==> src/rtl/regn_row_pkg.sv <==
// Shared definitions for the Tetris board-row register: operation encodings.
package regn_row_pkg;
    localparam int OP_W = 3;

    localparam logic [OP_W-1:0] OP_HOLD  = 3'b000;
    localparam logic [OP_W-1:0] OP_LOAD  = 3'b001;
    localparam logic [OP_W-1:0] OP_MERGE = 3'b010;
    localparam logic [OP_W-1:0] OP_CLEAR = 3'b011;
    localparam logic [OP_W-1:0] OP_SHL   = 3'b100;
    localparam logic [OP_W-1:0] OP_SHR   = 3'b101;
endpackage

==> src/rtl/regn_row_cell.sv <==
// One cell of a board row: next-value mux feeding an enabled flop with sync reset.
import regn_row_pkg::*;

module regn_row_cell (
    input  logic            i_clk,
    input  logic            i_reset,
    input  logic            i_en,
    input  logic [OP_W-1:0] i_op,
    input  logic            i_load,
    input  logic            i_merge_ok,
    input  logic            i_shl_src,
    input  logic            i_shr_src,
    output logic            o_q
);
    logic r_q;
    logic w_next;

    always_comb begin
        w_next = r_q;
        case (i_op)
            OP_LOAD:  w_next = i_load;
            OP_MERGE: w_next = i_merge_ok ? (r_q | i_load) : r_q;
            OP_CLEAR: w_next = 1'b0;
            OP_SHL:   w_next = i_shl_src;
            OP_SHR:   w_next = i_shr_src;
            default:  w_next = r_q;  // HOLD and reserved codes
        endcase
    end

    always_ff @(posedge i_clk) begin
        if (i_reset)
            r_q <= 1'b0;
        else if (i_en)
            r_q <= w_next;
    end

    assign o_q = r_q;
endmodule

==> src/rtl/regn_row.sv <==
// WIDTH-bit Tetris row register with load/merge/clear/shift, flags and popcount.
// Define REGN_ROW_ROTATE_EN to make shifts rotate instead of filling from serialIn.
import regn_row_pkg::*;

module regn_row #(
    parameter  int WIDTH = 10,
    localparam int CW    = $clog2(WIDTH + 1)
) (
    input  logic             clk,
    input  logic             reset,
    input  logic             inEnabled,
    input  logic [OP_W-1:0]  op,
    input  logic [WIDTH-1:0] in,
    input  logic             serialIn,
    output logic [WIDTH-1:0] out,
    output logic             full,
    output logic             empty,
    output logic [CW-1:0]    count,
    output logic             collide,
    output logic             shiftOut
);
    logic             w_overlap;
    logic             w_fill_shl;
    logic             w_fill_shr;
    logic [CW-1:0]    w_count;
    logic             r_collide;
    logic             r_shift_out;

    assign w_overlap = |(out & in);

`ifdef REGN_ROW_ROTATE_EN
    assign w_fill_shl = out[WIDTH-1];
    assign w_fill_shr = out[0];
`else
    assign w_fill_shl = serialIn;
    assign w_fill_shr = serialIn;
`endif

    for (genvar i = 0; i < WIDTH; i++) begin : g_cell
        logic w_shl_src;
        logic w_shr_src;
        // SHL pulls from the lower neighbour, SHR from the upper one.
        if (i == 0) begin : g_lo
            assign w_shl_src = w_fill_shl;
        end else begin : g_lo_n
            assign w_shl_src = out[i-1];
        end
        if (i == WIDTH - 1) begin : g_hi
            assign w_shr_src = w_fill_shr;
        end else begin : g_hi_n
            assign w_shr_src = out[i+1];
        end

        regn_row_cell u_cell (
            .i_clk      (clk),
            .i_reset    (reset),
            .i_en       (inEnabled),
            .i_op       (op),
            .i_load     (in[i]),
            .i_merge_ok (~w_overlap),
            .i_shl_src  (w_shl_src),
            .i_shr_src  (w_shr_src),
            .o_q        (out[i])
        );
    end

    always_ff @(posedge clk) begin
        if (reset) begin
            r_collide   <= 1'b0;
            r_shift_out <= 1'b0;
        end else begin
            r_collide <= inEnabled && (op == OP_MERGE) && w_overlap;
            if (inEnabled && op == OP_SHL)
                r_shift_out <= out[WIDTH-1];
            else if (inEnabled && op == OP_SHR)
                r_shift_out <= out[0];
        end
    end

    always_comb begin
        w_count = '0;
        for (int i = 0; i < WIDTH; i++)
            w_count = w_count + CW'(out[i]);
    end

    assign count    = w_count;
    assign full     = &out;
    assign empty    = ~|out;
    assign collide  = r_collide;
    assign shiftOut = r_shift_out;
endmodule
==> config.mk <==
export PLATFORM = sky130hd
export DESIGN_NAME = regn_row
export DESIGN_NICKNAME = d
export VERILOG_FILES = /design/src/rtl/regn_row_pkg.sv /design/src/rtl/regn_row_cell.sv /design/src/rtl/regn_row.sv
export SDC_FILE = /design/constraint.sdc
export NUM_CORES = 1
export LEC_CHECK = 0
export ABC_AREA = 1
export BUFFER_PORTS_ARGS = -buffer_cell sky130_fd_sc_hd__buf_2
export CAP_MARGIN = 20
export CORE_MARGIN = 10
export CORE_UTILIZATION = 57
export CTS_CLUSTER_DIAMETER = 50
export CTS_CLUSTER_SIZE = 28
export DETAILED_ROUTE_END_ITERATION = 6
export PLACE_DENSITY_LB_ADDON = 0.12
export SLEW_MARGIN = 20
export SYNTH_ARGS = -nofsm -noshare
export SYNTH_HDL_FRONTEND = slang
export SYNTH_SLANG_ARGS = --single-unit
==> constraint.sdc <==
create_clock -name clk -period 8 [get_ports clk]
set_input_delay 1.2 -clock clk [delete_from_list [all_inputs] [get_ports clk]]
set_output_delay 1.2 -clock clk [all_outputs]
set_load 0.005 [all_outputs]
* Word-level counts from Yosys, hierarchy flattened
Index checks and enable logic that the tools add are counted.
** Word-level totals
- Flip-flop bits (word level) :: 12
- Bits of input ports :: 17
** Cells by class
- Add/sub/neg operators :: 9
- Equal/unequal tests :: 6
- Mux-type cells :: 22
- Bitwise gates (word level) :: 11
- Reductions and logical operators :: 11
** Operators with widths (count)
- 1-bit case mux with 5 select lines :: 10
- 4-bit by 1-bit adder with 4-bit output :: 6
- 10-bit OR reduction :: 2
- 1-bit 2-to-1 mux :: 12
- 10-bit bitwise AND :: 1
- 1-bit OR :: 10
- 10-bit AND reduction :: 1
- 3-bit by 2-bit equality test with 1-bit output (second input constant) :: 2
- 3-bit equality test (second input constant) :: 2
- 5-bit nonzero test :: 1
- 3-bit by 1-bit adder with 4-bit output :: 1
- 1-bit logical AND :: 4
- 2-bit by 1-bit adder with 3-bit output :: 1
- 3-bit by 1-bit equality test with 1-bit output (second input constant) :: 1
- 3-bit AND reduction :: 1
- 1-bit by 1-bit adder with 2-bit output :: 1
- 2-bit != test (second input constant) :: 1
- 2-bit nonzero test :: 1
- 1-bit zero test :: 1

* Logic depth before layout (Yosys ltp)
Gate-level depths: netlist of run 1.
- Word-level depth :: 9
- Gate-level depth with buffers :: 9

* By module
Synthesis of run 1 repeated with hierarchy kept, for this count alone.
** Unflattened totals
- Cell total of the unflattened synthesis :: 252
- Area, all modules :: 1467.7 µm²
** Modules (own cells, without submodules)
- regn_row_cell :: instances 10, cells each 17, area each 91.3 µm², seq. area each 20.0 µm²
- regn_row :: instances 1, cells each 82, area each 554.3 µm², seq. area each 40.0 µm²

* Worst setup path before layout of run 1
No wires, ideal clock.
- Path kind :: reg-to-output
- From :: register g_cell[5].u_cell.r_q
- To :: output port count[2]
- Arrival :: 2675 ps
- Setup slack :: 4125 ps
- Cell stages (with the launch flop) :: 10
- Cells stage by stage :: dfxtp_1 inv_1 fa_1 fa_1 fa_1 inv_1 ha_1 inv_1 fa_1 xor2_1
** Between the ends
- Cells in the longest elaborated chain, start to end :: 5
** Ends and longest elaborated chain
- start, declared :: line regn_row_cell.sv:15 : logic r_q;
- start signal, assigned :: line regn_row_cell.sv:34 : r_q <= w_next;
- 4-bit by 1-bit adder with 4-bit output (5 in a row) :: line regn_row.sv:83 : w_count = w_count + CW'(out[i]);
- end, declared :: line regn_row.sv:18 : output logic [CW-1:0] count,
Every way passes these cells.

* Final worst setup path of run 1
Ends and elaborated chain as after synthesis.

==> impl_metrics.json, run 1 <==
{
  "leakage_nw": 0.779,
  "cts_setup_buffers": 0,
  "r2r_cells": 8,
  "endpoint_kind": "output pin",
  "wirelength_um": 3900,
  "vias": 1497,
  "cp.arrival_ns": 3.39,
  "crit_start": "g_cell[5].u_cell.o_q",
  "cts_tree": "built",
  "period_minus_slack_ns": 4.59,
  "hold-worst-slack_ns": 0.452,
  "synth.distinct_cells": 23,
  "cts.sinks": 12,
  "fin_nets": 273,
  "n_antenna_cell": 0,
  "grt_max_degree": 25,
  "worstSkewPairLatency_ns": 0.28,
  "ctsResizeCount": 0,
  "required_ns": 6.80,
  "grt_use_total_pct": 16.4,
  "worst_slew_pin_slew_ns": 0.684,
  "rsz0062_at_grt": "false",
  "maxSlewHeadroom_pct": 54.3,
  "gp_congestion": 0.874,
  "htree_levels": 1,
  "die_y_um": 68.9,
  "syn_avg_cell_area_um2": 6.00,
  "antenna_left": 0,
  "hold_violations": 0,
  "slew_viol_final": 0,
  "powerDensity_mw_per_mm2": 152,
  "grt_pass1_vias": 1340,
  "min_from": "shiftOut",
  "final_cell_mix": "nand3_1 (43), nand2_1 (39), nor2_1 (34), buf_2 (34), inv_1 (29)",
  "drc": 0,
  "status": "finished clean",
  "avgViaCountPerCell": 5.48,
  "cp-start-kind": "register",
  "yosys_warnings": 0,
  "critPathMaxFanout": 7,
  "areaGrowthSynthToFinish_pct": 8.63,
  "io_pins": 35,
  "initial_utilization_pct": 60.4,
  "ir_drop_mv": 0.138,
  "crit_type": "reg -> out",
  "die_width_um": 68.9,
  "cts_buffers": 3,
  "overflow": 0,
  "synth_nets": 254,
  "wl_per_cell_um": 14.3,
  "grt_first_pass_wirelength_um": 6200,
  "final_common_cell": "nand3_1",
  "min_path_type": "reg -> reg",
  "max_clock_freq_mhz": 218,
  "antenna_found_initial": 0,
  "synth_seq_cells": 12,
  "regToRegSetupSlack_ns": 6.30,
  "final_layout_size_suffix_gt1_share_pct": 17.6,
  "hpwlAfterDp_um": 2860,
  "cts_root_buf": "clkbuf_4",
  "regToRegStartpoint": "g_cell[3].u_cell.o_q",
  "row_count": 17,
  "synth_area_mm2": 0.00136,
  "drtPass1Iterations": 4,
  "clock_skew_ns": 0.0126,
  "ctsHoldBuffers": 0,
  "final.period_utilization_pct": 57.4,
  "hold_depth": 2,
  "coreArea_mm2": 0.00225,
  "clockBufferDepth": 2,
  "setup_tns_ns": 0,
  "timing.max_cap.violations": 0,
  "syn_inst": 227,
  "fillers": 233,
  "port_buffers": 34,
  "setup_viol": 0,
  "drt-initial-drc-count": 205,
  "dieArea_mm2": 0.00475,
  "clk_pin_slew_ns": 0.09,
  "ys_seq_area_share_pct": 17.6
}
==> synthesized netlist by cell type (all sizes together) <==
| library cell | n | share of area (%) |
|---|---|---|
| clkbuf | 1 | 0.28 |
| and2 | 1 | 0.46 |
| nand3b | 1 | 0.55 |
| a211oi | 1 | 0.55 |
| fa | 6 | 8.8 |
| a21oi | 12 | 4.4 |
| nor3 | 2 | 0.73 |
| or2 | 1 | 0.46 |
| dfxtp | 12 | 18 |
| o21ai | 1 | 0.37 |
| nor2 | 36 | 10 |
| inv | 31 | 8.5 |
| nand4 | 12 | 5.5 |
| nand2 | 39 | 11 |
| nand3 | 43 | 16 |
| nor4 | 2 | 0.92 |
| xor2 | 1 | 0.64 |
| buf | 20 | 9.4 |
| clkinv | 1 | 0.28 |
| ha | 4 | 3.7 |
==> worst max-delay path, cell delays in order, from the launching register on <==
cell and delay (ns):
dfxtp_1 0.47, inv_1 0.14, fa_1 0.57, fa_1 0.42, fa_1 0.46, inv_1 0.07, ha_1 0.16, inv_1 0.06
fa_1 0.40, xor2_1 0.22, buf_2 0.15
==> metrics by stage <==
| stage | setup WS [ns] | instances | util [%] | cell area (um^2) | power (W) |
|---|---|---|---|---|---|
| after floorplan | 4.12 | 227 | - | 1360 | 0.000146 |
| final | 3.41 | 273 | 65.6 | 1480 | 0.000225 |
| after global placement | 3.96 | 269 | 64.0 | 1440 | 0.000174 |
| after CTS | 3.43 | 273 | 65.6 | 1480 | 0.000226 |
| after detailed placement | 3.76 | 269 | 64.0 | 1440 | 0.000177 |
| after global routing | 3.29 | 273 | 65.6 | 1480 | 0.000245 |
==> sequential cells by signal (all words and copies together) (netlist names) <==
name and count:
collide 1, shiftOut 1, g_cell.u_cell.o_q 10
==> cells by family after synthesis <==
kind of cell	share of synthesized area, %
AND/OR/NAND/NOR	45.5
buffers and inverters	18.5
AO/OA/AOI/OAI	5.33
flip-flops	17.6
adder cells (fa/ha/maj)	12.5
XOR/XNOR	0.643
==> final cells by class <==
class                      instances  area [um^2]  share of cell area (%)
clock buffer                       4         36.3                    2.45
inverter                          32          120                    8.11
multi-input combinational        162          871                    58.8
sequential                        12          240                    16.2
tap                               28         35.0                    2.37
timing repair buffer              35          178                    12.0
==> power breakdown <==
part	switching, W	internal (W)	leakage [nW]
Sequential	0.00000947	0.0000646	0.0988
Clock	0.0000220	0.0000277	0.0210
Combinational	0.0000591	0.0000422	0.659
==> worst paths after layout <==
| check | to |
|---|---|
| hold / removal | shiftOut |
| setup reg to reg | g_cell[4].u_cell.o_q |
| hold reg to reg | shiftOut |
| setup / recovery | count[2] |
==> routing by layer <==
layer	vias up	GRT usage, %	routed length (um)
li1	760	-	-
met1	668	23.2	1740
met2	65	24.1	1680
met3	4	3.54	447
met4	0	4.93	29
met5	-	0	0
(Power assumes the default switching activity.)
==> inputs of run 2 (changes only) <==
--- a/config.mk
+++ b/config.mk
@@ -9,7 +9,7 @@
 export BUFFER_PORTS_ARGS = -buffer_cell sky130_fd_sc_hd__buf_2
 export CAP_MARGIN = 20
 export CORE_MARGIN = 10
-export CORE_UTILIZATION = 57
+export CORE_UTILIZATION = 48
 export CTS_CLUSTER_DIAMETER = 50
 export CTS_CLUSTER_SIZE = 28
 export DETAILED_ROUTE_END_ITERATION = 6
==> constraint.sdc (replaced) <==
create_clock -name clk -period 3.9 [get_ports clk]
set_input_delay 0.585 -clock clk [delete_from_list [all_inputs] [get_ports clk]]
set_output_delay 0.585 -clock clk [all_outputs]
set_load 0.005 [all_outputs]
==> impl_metrics.json, run 2 (same netlist as run 1, synthesis figures left out) <==
{
  "cp.arrival_ns": 3.19,
  "min_path_type": "reg -> reg",
  "worst_path_max_delay_cell": "fa_1",
  "ir_drop_mv": 0.231,
  "final.period_utilization_pct": 96.9,
  "required_ns": 3.31,
  "hold-worst-slack_ns": 0.457,
  "cpMostUsedCell": "fa_1",
  "final_cell_mix": "nand3_1 (43), nand2_1 (39), nor2_1 (34), buf_2 (34), inv_1 (29)",
  "leakage_nw": 0.785,
  "hold_violations": 0,
  "clk_pin_slew_ns": 0.09,
  "rsz0062_at_grt": "false",
  "crit_chain": "inv_1 -> fa_1 -> fa_1 -> fa_1 -> inv_1 -> ha_1 -> inv_1 -> fa_1 -> xor2_1 -> buf_2",
  "port_buffers": 34,
  "coreArea_mm2": 0.00273,
  "fin_total_pwr_w": 0.000467,
  "cp-start-kind": "register",
  "clockBufferDepth": 2,
  "setup_tns_ns": 0,
  "grt_use_total_pct": 15.3,
  "cts.sinks": 12,
  "cp_slowest_stage_delay_ns": 0.51,
  "largest_reg_flops": 10,
  "path_buf_inv": 4,
  "drt-initial-drc-count": 144,
  "htree_levels": 1,
  "dieArea_mm2": 0.00537,
  "antenna_found_initial": 0,
  "n_antenna_cell": 0,
  "gp_congestion": 0.881,
  "grt_pass1_vias": 1376,
  "cts_buffers": 3,
  "cts_setup_buffers": 0,
  "grt_max_degree": 25,
  "areaGrowthSynthToFinish_pct": 9.64,
  "crit_type": "reg -> out",
  "max_clock_freq_mhz": 265,
  "grt_first_pass_wirelength_um": 6690,
  "slew_viol_final": 0,
  "die_y_um": 73.3,
  "initial_utilization_pct": 49.8,
  "vias": 1487,
  "final_common_cell": "nand3_1",
  "row_count": 19,
  "worstSkewPairLatency_ns": 0.29,
  "clock_skew_ns": 0.000833,
  "critPathMaxFanout": 7,
  "powerDensity_mw_per_mm2": 313,
  "ctsHoldBuffers": 0,
  "fillers": 285,
  "maxSlewHeadroom_pct": 51.4,
  "overflow": 0,
  "fin_nets": 274,
  "die_width_um": 73.3,
  "drtPass1Iterations": 4,
  "antenna_left": 0,
  "cpLargestDelayFamily": "adder cells",
  "worst_slew_pin_slew_ns": 0.727,
  "wl_per_cell_um": 14.3,
  "hpwlAfterDp_um": 2930,
  "endpoint_kind": "output pin",
  "setup_viol": 0,
  "final_layout_size_suffix_gt1_share_pct": 18.7,
  "drc": 0,
  "io_pins": 35,
  "cts_root_buf": "clkbuf_4",
  "cts_tree": "built",
  "avgViaCountPerCell": 5.37,
  "wirelength_um": 3970,
  "status": "finished clean",
  "period_minus_slack_ns": 3.78,
  "timing.max_cap.violations": 0
}
run 2: changes by cell type in the layout (fill, tap and decap cells not counted), sizes merged:
cell  previous run  this run
buf             35        36
run 2: timing repair:
| item | CTS | global route |
|---|---|---|
| hold endpoints to repair | 0 | 0 |
| gates resized for setup | 0 | 2 |
| endpoints found under the setup margin | 0 | 2 |
run 2: final cells by class:
| class | instances | area (um^2) | area share, % |
|---|---|---|---|
| multi-input combinational | 162 | 871 | 58.3 |
| sequential | 12 | 243 | 16.2 |
| timing repair buffer | 36 | 185 | 12.4 |
| inverter | 32 | 120 | 8.04 |
| tap | 31 | 38.8 | 2.60 |
| clock buffer | 4 | 36.3 | 2.43 |
run 2: report_power, final:
group          switching, W  leakage [nW]  total, W  internal [W]
sequential        0.0000188        0.0995  0.000152      0.000133
clock             0.0000520        0.0210  0.000109     0.0000570
combinational      0.000120         0.665  0.000206     0.0000863
total              0.000191         0.785  0.000467      0.000276
run 2: routing by layer:
metal | routed length [um] | global-route usage (%)
met4 | 55 | 6.12
met5 | 0 | 0
met1 | 1680 | 21.0
met3 | 421 | 4.17
met2 | 1810 | 22.0
run 2: worst reg2reg max path, stage by stage (launching register included):
cell and delay (ns):
dfxtp_1 0.41, nand2_1 0.10, nand2_1 0.05, nor2_1 0.16
nand3b_1 0.09, nand2_1 0.55, nand3_1 0.17, nand2_1 0.10
nor2_1 0.05
run 2: final timing paths:
kind / from / endpoint / slack (ns) / cells after the start
setup reg to reg: g_cell[2].u_cell.o_q / g_cell[0].u_cell.o_q / 2.12 / 8
hold / removal: shiftOut / shiftOut / 0.46 / 2
hold reg to reg: shiftOut / shiftOut / 0.46 / 2
setup / recovery: g_cell[9].u_cell.o_q / count[2] / 0.12 / 10
run 2: per-stage QoR:
stage                     cells  util, %  instance area (um^2)  worst slack, ns
after floorplan             227        -                  1360            0.640
after global placement      273     53.2                  1460            0.477
after detailed placement    273     53.2                  1460            0.418
after CTS                   277     54.6                  1490           0.0826
after global routing        277     54.6                  1490          0.00740
final                       277     54.6                  1490            0.121
==> inputs of run 3 (changes only) <==
--- a/config.mk
+++ b/config.mk
@@ -9,7 +9,7 @@
 export BUFFER_PORTS_ARGS = -buffer_cell sky130_fd_sc_hd__buf_2
 export CAP_MARGIN = 20
 export CORE_MARGIN = 10
-export CORE_UTILIZATION = 48
+export CORE_UTILIZATION = 57
 export CTS_CLUSTER_DIAMETER = 50
 export CTS_CLUSTER_SIZE = 28
 export DETAILED_ROUTE_END_ITERATION = 6
==> constraint.sdc (replaced) <==
create_clock -name clk -period 4.65 [get_ports clk]
set_input_delay 0.6975 -clock clk [delete_from_list [all_inputs] [get_ports clk]]
set_output_delay 0.6975 -clock clk [all_outputs]
set_load 0.005 [all_outputs]
==> impl_metrics.json, run 3 (same netlist as run 1, synthesis figures left out) <==
{
  "status": "finished clean",
  "stdcell_area_mm2": 0.00148,
  "final_cell_mix": "nand3_1 (43), nand2_1 (39), nor2_1 (34), buf_2 (34), inv_1 (29)",
  "cp-start-kind": "register",
  "leakage_nw": 0.779,
  "hold_depth": 2,
  "grt_max_degree": 25,
  "wirelength_um": 3880,
  "ctsResizeCount": 0,
  "final_util_pct": 65.6,
  "hold_violations": 0,
  "dieArea_mm2": 0.00475,
  "areaGrowthSynthToFinish_pct": 8.63,
  "ctsHoldBuffers": 0,
  "drtPass1Iterations": 4,
  "crit_type": "reg -> out",
  "final.period_utilization_pct": 88.1,
  "fin_nets": 273,
  "avgViaCountPerCell": 5.60,
  "antenna_found_initial": 0,
  "drc": 0,
  "p_comb_share_pct": 45.0,
  "final_common_cell": "nand3_1",
  "ir_drop_mv": 0.204,
  "endpoint_kind": "output pin",
  "cts_tree": "built",
  "powerDensity_mw_per_mm2": 262,
  "worst_slew_pin_slew_ns": 0.718,
  "largest_reg_flops": 10,
  "antenna_left": 0,
  "required_ns": 3.95,
  "hpwlAfterDp_um": 2840,
  "grt_use_total_pct": 16.9,
  "cts.sinks": 12,
  "worstSkewPairLatency_ns": 0.29,
  "port_buffers": 34,
  "r2r_cells": 8,
  "switching_share_pct": 40.4,
  "cp.arrival_ns": 3.40,
  "p_switching_w": 0.000157,
  "io_pins": 35,
  "clock_power_share_pct": 22.1,
  "fillers": 221,
  "initial_utilization_pct": 60.4,
  "coreArea_mm2": 0.00225,
  "stdcell_count": 273,
  "min_path_type": "reg -> reg",
  "drt-initial-drc-count": 181,
  "critPathMaxFanout": 7,
  "maxSlewHeadroom_pct": 52.0,
  "p_int_w": 0.000232,
  "place_ws_ns": 0.915,
  "die_width_um": 68.9,
  "wl_per_cell_um": 14.2,
  "slew_viol_final": 0,
  "setup_viol": 0,
  "overflow": 0,
  "row_count": 17,
  "p_seq_share_pct": 32.9,
  "timing.max_cap.violations": 0,
  "rsz0062_at_grt": "false",
  "vias": 1530,
  "cts_setup_buffers": 0,
  "period_minus_slack_ns": 4.10,
  "max_clock_freq_mhz": 244,
  "place_area_mm2": 0.00144,
  "grt_pass1_vias": 1349,
  "clockBufferDepth": 2,
  "htree_levels": 1,
  "gp_congestion": 0.874,
  "clk_pin_slew_ns": 0.08,
  "n_antenna_cell": 0,
  "worst_slack_ns": 0.554,
  "clock_skew_ns": 0.00873,
  "final_layout_size_suffix_gt1_share_pct": 17.6,
  "die_y_um": 68.9,
  "grt_first_pass_wirelength_um": 6270,
  "dp.cells": 269,
  "setup_tns_ns": 0,
  "cts_buffers": 3,
  "cts_root_buf": "clkbuf_4"
}
==> run 3: path summary, 6_finish.rpt <==
path	endpoint	startpoint	slack (ns)
setup / recovery	count[2]	g_cell[5].u_cell.o_q	0.55
hold / removal	shiftOut	shiftOut	0.45
setup reg to reg	g_cell[4].u_cell.o_q	g_cell[3].u_cell.o_q	2.92
hold reg to reg	shiftOut	shiftOut	0.45
==> run 3: cell type report <==
cell class,instances,area [um^2],area share (%)
Inverter,32,120,8.11
Clock buffer,4,36.3,2.45
Sequential cell,12,240,16.2
Multi-Input combinational cell,162,871,58.8
Tap cell,28,35.0,2.37
Timing Repair Buffer,35,178,12.0
==> run 3: metal layers <==
layer	GRT usage [%]	share of wire (%)	up-vias
met4	6.40	2.0	0
li1	-	-	761
met3	4.03	12	12
met5	0	0	-
met1	23.8	43	674
met2	24.0	43	83
==> run 3: worst max-delay path, cell delays in order, from the launching register on <==
cell and delay [ns]:
dfxtp_1 0.46, inv_1 0.13, fa_1 0.57, fa_1 0.42
fa_1 0.46, inv_1 0.07, ha_1 0.16, inv_1 0.06
fa_1 0.40, xor2_1 0.23, buf_2 0.15
==> run 3: per-stage QoR <==
| stage | power (W) | hold slack, ns |
|---|---|---|
| floorplan | 0.000252 | 0.444 |
| global placement | 0.000299 | 0.440 |
| global route | 0.000422 | 0.509 |
| finish | 0.000388 | 0.452 |
| detailed placement | 0.000304 | 0.440 |
| CTS | 0.000390 | 0.459 |
==> run 3: power by group through the flow <==
stage / sequential, W / combinational [W] / clock, W
global route: 0.000130 / 0.000201 / 0.0000922
floorplan: 0.000125 / 0.000127 / 0
detailed placement: 0.000129 / 0.000174 / 0
global placement: 0.000128 / 0.000171 / 0
CTS: 0.000127 / 0.000175 / 0.0000879
finish: 0.000128 / 0.000175 / 0.0000859
